### src/rtl/wb_trace_pkg.sv
// Shared types for the write-back trace buffer: one 84-bit trace entry and the default FIFO depth.
package wb_trace_pkg;

    localparam int TRACE_DEPTH_DEF = 8;

    typedef struct packed {
        logic [31:0] pc;
        logic [3:0]  rn;
        logic [31:0] data;
        logic [15:0] seq;
    } trace_entry_t;

endpackage

### src/rtl/trace_fifo.sv
// Circular buffer accepting up to two entries and releasing one entry per cycle.
// The caller guarantees i_push_n never exceeds the free space.
module trace_fifo
    import wb_trace_pkg::*;
#(
    parameter int DEPTH = TRACE_DEPTH_DEF,
    localparam int AW   = $clog2(DEPTH)
) (
    input  logic         clk,
    input  logic         reset,
    input  logic         i_clear,
    input  logic [1:0]   i_push_n,
    input  trace_entry_t i_e0,
    input  trace_entry_t i_e1,
    input  logic         i_pop,
    output trace_entry_t o_head,
    output logic [AW:0]  o_level
);

    trace_entry_t    r_mem [DEPTH];
    logic [AW-1:0]   r_wp;
    logic [AW-1:0]   r_rp;
    logic [AW:0]     r_level;
    logic [AW-1:0]   w_wp1;

    assign w_wp1 = r_wp + AW'(1);

    always_ff @(posedge clk or negedge reset) begin
        if (!reset) begin
            r_wp    <= '0;
            r_rp    <= '0;
            r_level <= '0;
        end else if (i_clear) begin
            r_wp    <= '0;
            r_rp    <= '0;
            r_level <= '0;
        end else begin
            r_wp    <= r_wp + AW'(i_push_n);
            r_rp    <= r_rp + AW'(i_pop);
            r_level <= r_level + (AW+1)'(i_push_n) - (AW+1)'(i_pop);
        end
    end

    // Storage carries no reset; the top masks the head while empty.
    always_ff @(posedge clk) begin
        if (!i_clear && i_push_n != 2'd0) r_mem[r_wp]  <= i_e0;
        if (!i_clear && i_push_n == 2'd2) r_mem[w_wp1] <= i_e1;
    end

    assign o_head  = r_mem[r_rp];
    assign o_level = r_level;

endmodule

### src/rtl/wb_trace_buffer.sv
// Write-back trace capture: decodes retire events, stamps sequence numbers, drops whole events on overflow.
// Define WB_TRACE_DUAL_WRITE_EN to also trace the second (long multiply) write as its own entry.
module wb_trace_buffer
    import wb_trace_pkg::*;
#(
    parameter int DEPTH = TRACE_DEPTH_DEF
) (
    input  logic                     clk,
    input  logic                     reset,
    input  logic [1:0]               RegWriteW,
    input  logic [3:0]               WA3W,
    input  logic [3:0]               WA3W2,
    input  logic [63:0]              ResultW,
    input  logic [31:0]              PCPlus8W,
    input  logic                     clear,
    output logic                     trace_valid,
    input  logic                     trace_ready,
    output logic [31:0]              trace_pc,
    output logic [3:0]               trace_reg,
    output logic [31:0]              trace_data,
    output logic [15:0]              trace_seq,
    output logic [$clog2(DEPTH):0]   level,
    output logic                     overflow
);

    localparam int AW = $clog2(DEPTH);

    logic [15:0]   r_seq;
    logic          r_ovf;
    logic [31:0]   w_pc;
    logic [1:0]    w_need;
    logic [1:0]    w_push_n;
    logic [AW:0]   w_free;
    logic          w_fits;
    logic          w_pop;
    trace_entry_t  w_e0;
    trace_entry_t  w_e1;
    trace_entry_t  w_head;

    assign w_pc = PCPlus8W - 32'd8;

`ifdef WB_TRACE_DUAL_WRITE_EN
    assign w_need = {1'b0, RegWriteW[0]} + {1'b0, RegWriteW[1]};

    // A lone second write still lands in slot 0 so the FIFO sees packed pushes.
    always_comb begin
        w_e0 = '{pc: w_pc, rn: WA3W, data: ResultW[31:0], seq: r_seq};
        w_e1 = '{pc: w_pc, rn: WA3W2, data: ResultW[63:32], seq: r_seq + 16'd1};
        if (!RegWriteW[0]) begin
            w_e0 = '{pc: w_pc, rn: WA3W2, data: ResultW[63:32], seq: r_seq};
        end
    end
`else
    logic w_unused;
    assign w_unused = ^{RegWriteW[1], WA3W2, ResultW[63:32]};
    assign w_need   = {1'b0, RegWriteW[0]};

    always_comb begin
        w_e0 = '{pc: w_pc, rn: WA3W, data: ResultW[31:0], seq: r_seq};
        w_e1 = w_e0;
    end
`endif

    assign trace_valid = (level != '0);
    assign w_pop       = trace_valid && trace_ready;
    assign w_free      = (AW+1)'(DEPTH) - level + (AW+1)'(w_pop);
    assign w_fits      = (AW+1)'(w_need) <= w_free;
    assign w_push_n    = (clear || !w_fits) ? 2'd0 : w_need;

    always_ff @(posedge clk or negedge reset) begin
        if (!reset) begin
            r_seq <= '0;
            r_ovf <= 1'b0;
        end else if (clear) begin
            r_seq <= '0;
            r_ovf <= 1'b0;
        end else if (w_need != 2'd0) begin
            r_seq <= r_seq + 16'(w_need);
            if (!w_fits) r_ovf <= 1'b1;
        end
    end

    trace_fifo #(.DEPTH(DEPTH)) u_fifo (
        .clk      (clk),
        .reset    (reset),
        .i_clear  (clear),
        .i_push_n (w_push_n),
        .i_e0     (w_e0),
        .i_e1     (w_e1),
        .i_pop    (w_pop && !clear),
        .o_head   (w_head),
        .o_level  (level)
    );

    assign trace_pc   = trace_valid ? w_head.pc   : '0;
    assign trace_reg  = trace_valid ? w_head.rn   : '0;
    assign trace_data = trace_valid ? w_head.data : '0;
    assign trace_seq  = trace_valid ? w_head.seq  : '0;
    assign overflow   = r_ovf;

endmodule

### config.mk
export PLATFORM = sky130hd
export DESIGN_NAME = wb_trace_buffer
export DESIGN_NICKNAME = d
export VERILOG_FILES = /design/src/rtl/wb_trace_pkg.sv /design/src/rtl/trace_fifo.sv /design/src/rtl/wb_trace_buffer.sv
export SDC_FILE = /design/constraint.sdc
export NUM_CORES = 1
export LEC_CHECK = 0
export ABC_AREA = 0
export CAP_MARGIN = 20
export CORE_ASPECT_RATIO = 0.8
export CORE_MARGIN = 3
export CORE_UTILIZATION = 65
export DETAILED_ROUTE_END_ITERATION = 12
export DONT_BUFFER_PORTS = 1
export GPL_TIMING_DRIVEN = 0
export HOLD_SLACK_MARGIN = 0.06
export MAX_ROUTING_LAYER = met4
export PLACE_DENSITY_LB_ADDON = 0.05
export SYNTH_ARGS = -nofsm -noshare
export SYNTH_HDL_FRONTEND = slang
export SYNTH_SLANG_ARGS = --single-unit
### constraint.sdc
create_clock -name clk -period 22.9 [get_ports clk]
set_input_delay 4.58 -clock clk [delete_from_list [all_inputs] [get_ports clk]]
set_output_delay 4.58 -clock clk [all_outputs]
set_load 0.05 [all_outputs]
==> flow_summary.json <==
{
  "area_growth_pct": 13.89,
  "die_w_um": 235.8,
  "cts_inserted_buffers": 66,
  "cts.clk_slew.worst_paths_ns": 0.07,
  "fmax_mhz": 116.6,
  "io_buffers": 0,
  "grt_max_degree": 28,
  "gp_congestion": 0.7744,
  "max_stage_delay_ns": 0.88,
  "crit_family": "buffers and inverters",
  "syn-num-nets": 1422,
  "cts_htree_levels": 3,
  "nets": 1588,
  "synthesis.area_um2": 27460,
  "grt_pass1_vias": 13720,
  "rsz0062_at_grt": "false",
  "end_kind": "output port",
  "tns_ns": 0,
  "layout_commonest_cell": "edfxtp_1",
  "worstPathRequired_ns": 18.32,
  "fin_skew_ns": 0.01615,
  "setup_viol": 0,
  "avgSynthCellArea_um2": 21.17,
  "die-area_um2": 44760,
  "tightest_slew_ns": 1.106,
  "io_pins": 200,
  "final_cell_mix": "edfxtp_1, mux4_2, nor2_1, mux2i_1, clkbuf_16",
  "fill_cells": 2218,
  "cts.repair.resized": 0,
  "min_path_type": "reg -> reg",
  "via_count": 13170,
  "synth_seq_cells": 699,
  "wl_um": 56530,
  "arrival_ns": 4.00,
  "period_needed_ns": 8.580,
  "slew_viol_final": 0,
  "drv_cap": 0,
  "whs_ns": 0.6316,
  "syn_inst": 1297,
  "clockRootBuffer": "clkbuf_16",
  "drt-pass1-iter-count": 5,
  "relSlewSlack_pct": 26.27,
  "crit_top_cell": "clkbuf_1",
  "chipHeight_um": 189.8,
  "cts_setup_buffers": 0,
  "overflow": 0,
  "worstSetupPathType": "reg -> out",
  "track_usage_pct": 27.03,
  "cts.sinks": 699,
  "status": "finished clean",
  "ys.flop_type": "edfxtp_1",
  "crit_path_cell_trace": "inv_1 > ha_1 > nor3b_1 > clkbuf_1 > clkbuf_1 > nor2_1",
  "drive_gt1_share_pct": 26.47,
  "drt_iter0_markers": 1201,
  "slowest_stage": "clkbuf_1",
  "wire_per_inst_um": 27.50,
  "ant_nets": 0,
  "cts_buffer_depth": 3,
  "period_share_pct": 37.47,
  "start_util_pct": 66.63,
  "drc": 0,
  "insertion_delay_ns": 0.59,
  "synth_seq_area_share_pct": 75.96,
  "core_um2": 41210,
  "crit_path_max_fanout": 10,
  "final-hold-violation-count": 0,
  "cts_tree": "built",
  "cts_hold_buffers": 0,
  "dp_hpwl_um": 37850,
  "cp.buffers_inverters": 3,
  "via_per_inst": 6.404,
  "powerDensity_nw_per_um2": 105.6,
  "grt_pass1_wl_um": 86790,
  "yosys_warnings": 0,
  "peakVddDrop_mv": 0.07771,
  "startpoint_type": "flop",
  "antenna_found_initial": 0,
  "core.rowCount": 66,
  "synth_edf_count": 672,
  "p_leak_nw": 9.831,
  "async_reset_ff_share_pct": 3.863,
  "synthDistinctLibCells": 41
}
## cell usage after synthesis (all sizes together) (4+ instances only)
master    n  share of area [%]
a21oi     7               0.13
buf      36               0.63
clkbuf   26               0.36
dfrtp    27                2.5
edfxtp  672                 73
ha       14               0.64
inv      12               0.16
mux2i    87                3.2
mux4    168                 14
nand2    15               0.21
nand4     7               0.16
nor2    112                1.5
nor2b     7               0.16
nor3     16               0.33
nor4     14               0.47
o21ai     4              0.073
or3       7               0.16
xnor2    12               0.38
xor2     28               0.89
## sequential cells by signal, summed over array words and instances, names as in the netlist
signal and flops:
r_seq 16, u_fifo.o_level 4, u_fifo.r_mem 672, overflow 1
u_fifo.r_rp 3, u_fifo.r_wp 3
## area by class of cell
class | instances | area (um^2) | area share, %
Sequential cell | 699 | 20860 | 66.69
Multi-Input combinational cell | 524 | 6329 | 20.24
Clock buffer | 93 | 1919 | 6.138
Timing Repair Buffer | 98 | 1017 | 3.253
Tap cell | 544 | 680.7 | 2.177
Buffer | 62 | 270.3 | 0.8642
Clock inverter | 23 | 152.6 | 0.4881
Inverter | 12 | 45.04 | 0.1440
Antenna cell | 1 | 2.502 | 0.008002
## through the flow
stage                     area, um^2  util, %  worst slack, ns  total power, W  cells
after global routing           31270    75.88            14.14        0.003422   2055
final                          31270    75.89            14.32        0.003303   2056
after CTS                      31270    75.88            14.20        0.003331   2055
after floorplan                27460        -            8.567        0.002143   1297
after global placement         28140    68.28           0.2014        0.002292   1841
after detailed placement       29200    70.85            14.86        0.002293   1939
## routing by layer
| metal | global-route usage (%) | share of wire, % | vias to the layer above |
|---|---|---|---|
| li1 | - | - | 5641 |
| met1 | 37.74 | 41 | 6930 |
| met2 | 41.89 | 49 | 503 |
| met3 | 6.246 | 7.3 | 92 |
| met4 | 6.525 | 2.1 | 0 |
| met5 | - | 0 | - |
## worst paths after layout
kind / startpoint / cells past startpoint / to / slack [ns]
min reg2reg: u_fifo.r_rp[0] / 2 / u_fifo.r_rp[0] / 0.63
min in group asynchronous: reset / 0 / r_seq[0] / 3.68
max in group asynchronous: reset / 0 / r_seq[8] / 19.13
min: u_fifo.r_rp[0] / 2 / u_fifo.r_rp[0] / 0.63
max: u_fifo.o_level[2] / 6 / trace_seq[11] / 14.32
max reg2reg: u_fifo.o_level[2] / 18 / u_fifo.r_mem[1][22] / 17.60
## kinds of logic after synthesis
family	after synthesis	share of synthesized area [%]
compound gates	16	0.3373
mux	257	17.03
xor+xnor	40	1.276
flops	699	75.96
buf+inv	74	1.148
fa+ha+maj	15	0.7109
simple gates	196	3.536
## tightest hold or removal path: stages, from the launching register on
cell and delay [ns]:
dfrtp_1 0.34, ha_1 0.13, nor2b_1 0.12
## where the power goes
group / total [W] / switching (W) / internal, W
sequential: 0.00148 / 0.0000264 / 0.00146
combinational: 0.000774 / 0.000584 / 0.000190
clock: 0.00105 / 0.000440 / 0.000605
total: 0.00330 / 0.00105 / 0.00225
No activity file was read; power rests on OpenSTA's default activity.
